### config.mk
export PLATFORM = sky130hd
export DESIGN_NAME = pipe_hazard_ctrl_flat
export DESIGN_NICKNAME = d
export VERILOG_FILES = /design/src/rtl/pipe_hazard_ctrl_if.sv /design/src/rtl/pipe_hazard_ctrl.sv /design/src/flat_wrapper.sv
export SDC_FILE = /design/constraint.sdc
export NUM_CORES = 1
export LEC_CHECK = 0
export ABC_AREA = 0
export CORE_UTILIZATION = 46
export DETAILED_ROUTE_END_ITERATION = 6
export GPL_ROUTABILITY_DRIVEN = 0
export PLACE_DENSITY = 0.86
export SKIP_CTS_REPAIR_TIMING = 1
export SYNTH_ARGS = -nofsm -noshare
export SYNTH_HDL_FRONTEND = slang
export SYNTH_SLANG_ARGS = --single-unit
### constraint.sdc
create_clock -name clk -period 7.7 [get_ports clk]
set_input_delay 2.31 -clock clk [delete_from_list [all_inputs] [get_ports clk]]
set_output_delay 2.31 -clock clk [all_outputs]
set_load 0.01 [all_outputs]
### src/rtl/pipe_hazard_ctrl_if.sv
`default_nettype none
// ============================================================================
// Module   : pipe_hazard_ctrl_if
// Purpose  : Bundle between the decode stage and the hazard controller.
//            The decode side (master) supplies decoded register fields,
//            redirect and freeze requests. The controller (slave) returns
//            the IF/ID enables, the ID/EX bubble, the IF/ID flush, the
//            per-operand forwarding selects, tracked-stage valids and
//            performance counters.
// Ports    : id_valid, id_rs, id_rt, id_use_rs, id_use_rt, id_rd, id_wr,
//            id_is_load, redirect, ext_stall                (master -> slave)
//            if_en, id_en, ex_bubble, id_flush, fwd_a, fwd_b,
//            stage_valid, stall_cnt, flush_cnt              (slave -> master)
// Revision : 1.0 - initial release
// ============================================================================
interface pipe_hazard_ctrl_if #(
  parameter int NSTAGE = 3,
  parameter int REG_AW = 5,
  parameter int FW     = $clog2(NSTAGE + 1)
);
  logic              id_valid;
  logic [REG_AW-1:0] id_rs;
  logic [REG_AW-1:0] id_rt;
  logic              id_use_rs;
  logic              id_use_rt;
  logic [REG_AW-1:0] id_rd;
  logic              id_wr;
  logic              id_is_load;
  logic              redirect;
  logic              ext_stall;

  logic              if_en;
  logic              id_en;
  logic              ex_bubble;
  logic              id_flush;
  logic [FW-1:0]     fwd_a;
  logic [FW-1:0]     fwd_b;
  logic [NSTAGE-1:0] stage_valid;
  logic [15:0]       stall_cnt;
  logic [15:0]       flush_cnt;

  modport master (
    output id_valid, id_rs, id_rt, id_use_rs, id_use_rt, id_rd, id_wr,
           id_is_load, redirect, ext_stall,
    input  if_en, id_en, ex_bubble, id_flush, fwd_a, fwd_b, stage_valid,
           stall_cnt, flush_cnt
  );

  modport slave (
    input  id_valid, id_rs, id_rt, id_use_rs, id_use_rt, id_rd, id_wr,
           id_is_load, redirect, ext_stall,
    output if_en, id_en, ex_bubble, id_flush, fwd_a, fwd_b, stage_valid,
           stall_cnt, flush_cnt
  );
endinterface
`default_nettype wire

### src/rtl/pipe_hazard_ctrl.sv
`default_nettype none
// ============================================================================
// Module   : pipe_hazard_ctrl
// Purpose  : Hazard, forwarding and stall/flush controller for an in-order
//            MIPS pipeline with NSTAGE tracked post-decode stages
//            (stage 1 = EX, stage NSTAGE = WB) and a configurable load
//            forwarding latency LOAD_LAT.
// Ports    : clk   - clock, rising edge
//            reset - synchronous, active-high
//            hz    - pipe_hazard_ctrl_if.slave (decode fields in,
//                    pipeline controls / forwarding selects / perf out)
// Config   : PIPE_HAZARD_PERF_EN - when defined, implements the saturating
//            16-bit stall_cnt / flush_cnt counters; otherwise both read 0.
// Revision : 1.0 - initial release
// ============================================================================
module pipe_hazard_ctrl #(
  parameter int NSTAGE   = 3,
  parameter int REG_AW   = 5,
  parameter int LOAD_LAT = 2,
  parameter int FW       = $clog2(NSTAGE + 1)
) (
  input  wire                 clk,
  input  wire                 reset,
  pipe_hazard_ctrl_if.slave   hz
);

  localparam logic [15:0] C_CNT_MAX = 16'hFFFF;

  // Tracked stage entries, index 1 = EX (youngest) .. NSTAGE = WB (oldest).
  logic [NSTAGE:1]   r_valid;
  logic [NSTAGE:1]   r_wr;
  logic [NSTAGE:1]   r_ld;
  logic [REG_AW-1:0] r_rd [1:NSTAGE];

  logic [FW-1:0]     w_win_a;
  logic [FW-1:0]     w_win_b;
  logic              w_lu_a;
  logic              w_lu_b;
  logic              w_load_use;
  logic              w_insert;

  // Scanning from oldest to youngest lets the youngest match overwrite
  // older ones, so the lowest stage index wins.
  always_comb begin
    w_win_a = '0;
    w_win_b = '0;
    w_lu_a  = 1'b0;
    w_lu_b  = 1'b0;
    for (int k = NSTAGE; k >= 1; k--) begin
      if (hz.id_use_rs && (hz.id_rs != '0) && r_valid[k] && r_wr[k] &&
          (r_rd[k] == hz.id_rs)) begin
        w_win_a = FW'(k);
        w_lu_a  = r_ld[k] && (k < LOAD_LAT);
      end
      if (hz.id_use_rt && (hz.id_rt != '0) && r_valid[k] && r_wr[k] &&
          (r_rd[k] == hz.id_rt)) begin
        w_win_b = FW'(k);
        w_lu_b  = r_ld[k] && (k < LOAD_LAT);
      end
    end
  end

  assign w_load_use = hz.id_valid && (w_lu_a || w_lu_b);
  // A redirect kills the instruction in ID, so it takes precedence over
  // a load-use stall; either way stage 1 receives a bubble.
  assign w_insert   = !hz.redirect && !w_load_use;

  always_comb begin
    hz.if_en     = 1'b1;
    hz.id_en     = 1'b1;
    hz.ex_bubble = 1'b0;
    hz.id_flush  = 1'b0;
    hz.fwd_a     = w_win_a;
    hz.fwd_b     = w_win_b;
    if (reset) begin
      hz.fwd_a = '0;
      hz.fwd_b = '0;
    end else if (hz.ext_stall) begin
      hz.if_en = 1'b0;
      hz.id_en = 1'b0;
    end else if (hz.redirect) begin
      hz.id_flush  = 1'b1;
      hz.ex_bubble = 1'b1;
      hz.id_en     = 1'b0;
    end else if (w_load_use) begin
      hz.if_en     = 1'b0;
      hz.id_en     = 1'b0;
      hz.ex_bubble = 1'b1;
    end
  end

  always_ff @(posedge clk) begin
    if (reset) begin
      r_valid <= '0;
      r_wr    <= '0;
      r_ld    <= '0;
      for (int k = 1; k <= NSTAGE; k++) begin
        r_rd[k] <= '0;
      end
    end else if (!hz.ext_stall) begin
      for (int k = 2; k <= NSTAGE; k++) begin
        r_valid[k] <= r_valid[k-1];
        r_wr[k]    <= r_wr[k-1];
        r_ld[k]    <= r_ld[k-1];
        r_rd[k]    <= r_rd[k-1];
      end
      if (w_insert) begin
        r_valid[1] <= hz.id_valid;
        r_wr[1]    <= hz.id_wr & hz.id_valid;
        r_ld[1]    <= hz.id_is_load;
        r_rd[1]    <= hz.id_rd;
      end else begin
        r_valid[1] <= 1'b0;
        r_wr[1]    <= 1'b0;
        r_ld[1]    <= 1'b0;
        r_rd[1]    <= '0;
      end
    end
  end

  assign hz.stage_valid = r_valid;

`ifdef PIPE_HAZARD_PERF_EN
  logic [15:0] r_stall_cnt;
  logic [15:0] r_flush_cnt;

  always_ff @(posedge clk) begin
    if (reset) begin
      r_stall_cnt <= '0;
      r_flush_cnt <= '0;
    end else if (!hz.ext_stall) begin
      if (hz.redirect) begin
        if (r_flush_cnt != C_CNT_MAX) r_flush_cnt <= r_flush_cnt + 16'd1;
      end else if (w_load_use) begin
        if (r_stall_cnt != C_CNT_MAX) r_stall_cnt <= r_stall_cnt + 16'd1;
      end
    end
  end

  assign hz.stall_cnt = r_stall_cnt;
  assign hz.flush_cnt = r_flush_cnt;
`else
  assign hz.stall_cnt = 16'd0;
  assign hz.flush_cnt = 16'd0;
`endif

endmodule
`default_nettype wire

### src/flat_wrapper.sv
// flat-port wrapper written by rule: the top's interface ports become plain ports
module pipe_hazard_ctrl_flat 
#(
  parameter int NSTAGE   = 3,
  parameter int REG_AW   = 5,
  parameter int LOAD_LAT = 2,
  parameter int FW       = $clog2(NSTAGE + 1)
)
  (clk, reset, hz_id_valid, hz_id_rs, hz_id_rt, hz_id_use_rs, hz_id_use_rt, hz_id_rd, hz_id_wr, hz_id_is_load, hz_redirect, hz_ext_stall, hz_if_en, hz_id_en, hz_ex_bubble, hz_id_flush, hz_fwd_a, hz_fwd_b, hz_stage_valid, hz_stall_cnt, hz_flush_cnt);
  pipe_hazard_ctrl_if #(.NSTAGE(NSTAGE), .REG_AW(REG_AW), .FW(FW)) hz_i ();
  input  wire clk;
  input  wire reset;
  input wire logic [$bits(hz_i.id_valid)-1:0] hz_id_valid;
  input wire logic [$bits(hz_i.id_rs)-1:0] hz_id_rs;
  input wire logic [$bits(hz_i.id_rt)-1:0] hz_id_rt;
  input wire logic [$bits(hz_i.id_use_rs)-1:0] hz_id_use_rs;
  input wire logic [$bits(hz_i.id_use_rt)-1:0] hz_id_use_rt;
  input wire logic [$bits(hz_i.id_rd)-1:0] hz_id_rd;
  input wire logic [$bits(hz_i.id_wr)-1:0] hz_id_wr;
  input wire logic [$bits(hz_i.id_is_load)-1:0] hz_id_is_load;
  input wire logic [$bits(hz_i.redirect)-1:0] hz_redirect;
  input wire logic [$bits(hz_i.ext_stall)-1:0] hz_ext_stall;
  output wire logic [$bits(hz_i.if_en)-1:0] hz_if_en;
  output wire logic [$bits(hz_i.id_en)-1:0] hz_id_en;
  output wire logic [$bits(hz_i.ex_bubble)-1:0] hz_ex_bubble;
  output wire logic [$bits(hz_i.id_flush)-1:0] hz_id_flush;
  output wire logic [$bits(hz_i.fwd_a)-1:0] hz_fwd_a;
  output wire logic [$bits(hz_i.fwd_b)-1:0] hz_fwd_b;
  output wire logic [$bits(hz_i.stage_valid)-1:0] hz_stage_valid;
  output wire logic [$bits(hz_i.stall_cnt)-1:0] hz_stall_cnt;
  output wire logic [$bits(hz_i.flush_cnt)-1:0] hz_flush_cnt;
  assign hz_i.id_valid = hz_id_valid;
  assign hz_i.id_rs = hz_id_rs;
  assign hz_i.id_rt = hz_id_rt;
  assign hz_i.id_use_rs = hz_id_use_rs;
  assign hz_i.id_use_rt = hz_id_use_rt;
  assign hz_i.id_rd = hz_id_rd;
  assign hz_i.id_wr = hz_id_wr;
  assign hz_i.id_is_load = hz_id_is_load;
  assign hz_i.redirect = hz_redirect;
  assign hz_i.ext_stall = hz_ext_stall;
  assign hz_if_en = hz_i.if_en;
  assign hz_id_en = hz_i.id_en;
  assign hz_ex_bubble = hz_i.ex_bubble;
  assign hz_id_flush = hz_i.id_flush;
  assign hz_fwd_a = hz_i.fwd_a;
  assign hz_fwd_b = hz_i.fwd_b;
  assign hz_stage_valid = hz_i.stage_valid;
  assign hz_stall_cnt = hz_i.stall_cnt;
  assign hz_flush_cnt = hz_i.flush_cnt;
  pipe_hazard_ctrl #(.NSTAGE(NSTAGE), .REG_AW(REG_AW), .LOAD_LAT(LOAD_LAT), .FW(FW)) u_core (.clk(clk), .reset(reset), .hz(hz_i));
endmodule
==> impl_metrics.toml <==
[clocking]
clk_latency_ps = 310
cts_root_buffer = "clkbuf_4"
cts_sinks = 22
cts_max_level = 1
cts_tree = "done"
clk_pin_slew_ps = 120
cts_made_buffers = 3
clk_path_buf_depth = 2

[floorplanning]
die_x_um = 60.5
core_um2 = 3150
placementRows = 20
die_h_um = 60.5
boundaryPins = 67
initial_core_util = 0.499
die-area_um2 = 3660

[worst_setup_path]
max_stage_delay_ps = 580
critPathCaptureType = "output port"
slowest_stage = "clkdlybuf4s50_1"
crit_family = "buffers and inverters"
critPathRequiredTime_ps = 5390
crit_path_start_kind = "input pin"
path_max_fanout = 11
cp_cell_sequence = "clkdlybuf4s50_1 -> or4_1 -> o21ai_1 -> nor4_1 -> o211a_1 -> o31ai_1 -> clkdlybuf4s50_1"
cp_num_buf_inv = 2
path_class = "input pin to output port"
cpMostUsedCell = "clkdlybuf4s50_1"
cp.arrival_ps = 4920

[drt]
wirelength_um = 2990
drc = 0
antenna_left = 0
dr.pass1.iters = 4
route.detailed.wl_per_inst_um = 12.7
drtIter0Drc = 21
vias = 1127
via_per_inst = 4.78

[placed_design]
portBuffers = 34
place_area_um2 = 1830
place_hpwl_um = 2430

[yosys]
postSynthAreaPerCell_um2 = 9.89
yosysTopAreaCell = "edfxtp_1"
yosys.cell_types.count = 29
ys_ff_latch = 22
ys_warn_count = 0
synth_top_area_frac = 0.286
seq_area_frac_synth = 0.375
syn_area_um2 = 1570
synth.area.top_cells = "edfxtp_1, buf_4, xnor2_1"
synth_cells = 159

[power_and_ir_drop]
ir_drop_uv = 83.7
p_per_area_nw_per_um2 = 134
p_int_uw = 179
power_uw = 249
swShare = 0.280
power_frac_seq = 0.560
combPwrFrac = 0.218
power_frac_clock = 0.222
p_switching_uw = 69.8
leakage_nw = 0.698

[timing]
slew_headroom = 0.606
worst_pin_slew_ps = 591
setup-violations-final = 0
fin_crit_ps = 7230
finalCritPeriodShare = 0.939
rsz0062_at_grt = "false"
slew_viol_final = 0
hold_viol_final = 0
fmax_ghz = 0.138
tns_ps = 0
finClkSkew_ps = 1.62

[grt]
grt_pass1_vias = 1050
antenna_found_initial = 0
grt_max_degree = 16
grt_pass1_wl_um = 4770
overflow = 0
grt_util_all_layers = 0.179

[run_status]
status = "completed"

[final_layout]
diodes = 0
area_delta_synth_final_pct = 17.7
final_common_cell = "clkdlybuf4s50_1"
drive_gt1_frac = 0.0625
nets = 217
fin_area_um2 = 1850
final_cell_mix = "clkdlybuf4s50_1, conb_1, xnor2_1"

[run]
drv_cap = 0

[hold_path]
min_path_type = "flip-flop to flip-flop"
[sequential cells by signal, summed over array words and instances (netlist names)]
name	flops
u_core.hz.stage_valid	3
u_core.r_ld	1
u_core.r_rd	15
u_core.r_wr	3
[kinds of logic after synthesis]
family	share of synthesized area
simple gates	0.203
buf+inv	0.177
xor+xnor	0.167
flops	0.375
compound gates	0.0501
mux	0.0255
other cells	0.00238
[synth_stat cells]
| cell | instances |
|---|---|
| o211a_1 | 1 |
| nor2b_1 | 2 |
| clkbuf_1 | 4 |
| a21oi_1 | 3 |
| buf_6 | 1 |
| xnor2_1 | 24 |
| a211oi_1 | 1 |
| and2_1 | 11 |
| inv_1 | 3 |
| o21a_1 | 1 |
| conb_1 | 1 |
| nand4_1 | 6 |
| or4_1 | 3 |
| nor4_1 | 4 |
| edfxtp_1 | 15 |
| xor2_1 | 6 |
| or4_2 | 2 |
| mux2i_1 | 4 |
| and4bb_2 | 5 |
| buf_4 | 32 |
| nor3_1 | 1 |
| nand3b_1 | 2 |
| dfxtp_1 | 7 |
| o21ai_0 | 2 |
| nor2_1 | 8 |
| o31ai_1 | 2 |
| o21ai_2 | 1 |
| o21ai_1 | 1 |
| nand2_1 | 6 |
[cell type report]
cell class                      instances  area, µm²
Fill cell                             283       1300
Multi-Input combinational cell        128        821
Sequential cell                        22        591
Timing Repair Buffer                   35        348
Tap cell                               44       55.1
Clock buffer                            3       22.5
Inverter                                3       11.3
Clock inverter                          1       3.75
[power groups by stage]
stage	Clock [mW]	Combinational, mW	Sequential, mW
final	0.0553	0.0542	0.139
after global routing	0.0588	0.0598	0.140
after CTS	0.0553	0.0540	0.139
after detailed placement	0	0.0538	0.142
after global placement	0	0.0531	0.142
after floorplan	0	0.0436	0.140
[worst reg2reg max path, stage by stage (launching register included)]
cell and delay, ps:
edfxtp_1 470, xnor2_1 170, nand4_1 110, nor4_1 510
o211a_1 400, and4bb_2 280
[routing by layer]
| layer | wire (µm) | up-vias | track usage | part of all wire |
|---|---|---|---|---|
| met2 | 1480 | 56 | 0.303 | 0.49 |
| met3 | 180 | 9 | 0.0235 | 0.060 |
| met1 | 1250 | 510 | 0.224 | 0.42 |
| met5 | 0 | - | 0 | 0 |
| li1 | - | 552 | - | - |
| met4 | 81 | 0 | 0.0942 | 0.027 |
[worst paths after layout]
check	cells past startpoint	to	from	slack, ps
worst max-delay path	7	hz_id_en	hz_id_rs[1]	470
worst min-delay path	2	u_core.r_ld[1]	u_core.r_ld[1]	490
worst max register to register	5	u_core.r_rd[0][6]	u_core.r_rd[0][6]	5520
worst min register to register	2	u_core.r_ld[1]	u_core.r_ld[1]	490
[stage by stage]
stage | instances | utilization | hold WS, ps | setup WS (ps)
4_1_cts | 236 | 0.587 | 480 | 449
2_1_floorplan | 190 | - | 425 | 1600
6_report | 236 | 0.587 | 485 | 472
5_1_grt | 236 | 0.587 | 500 | 329
3_3_place_gp | 232 | 0.579 | 451 | 551
3_5_place_dp | 232 | 0.579 | 460 | 472
(Power assumes the default switching activity.)
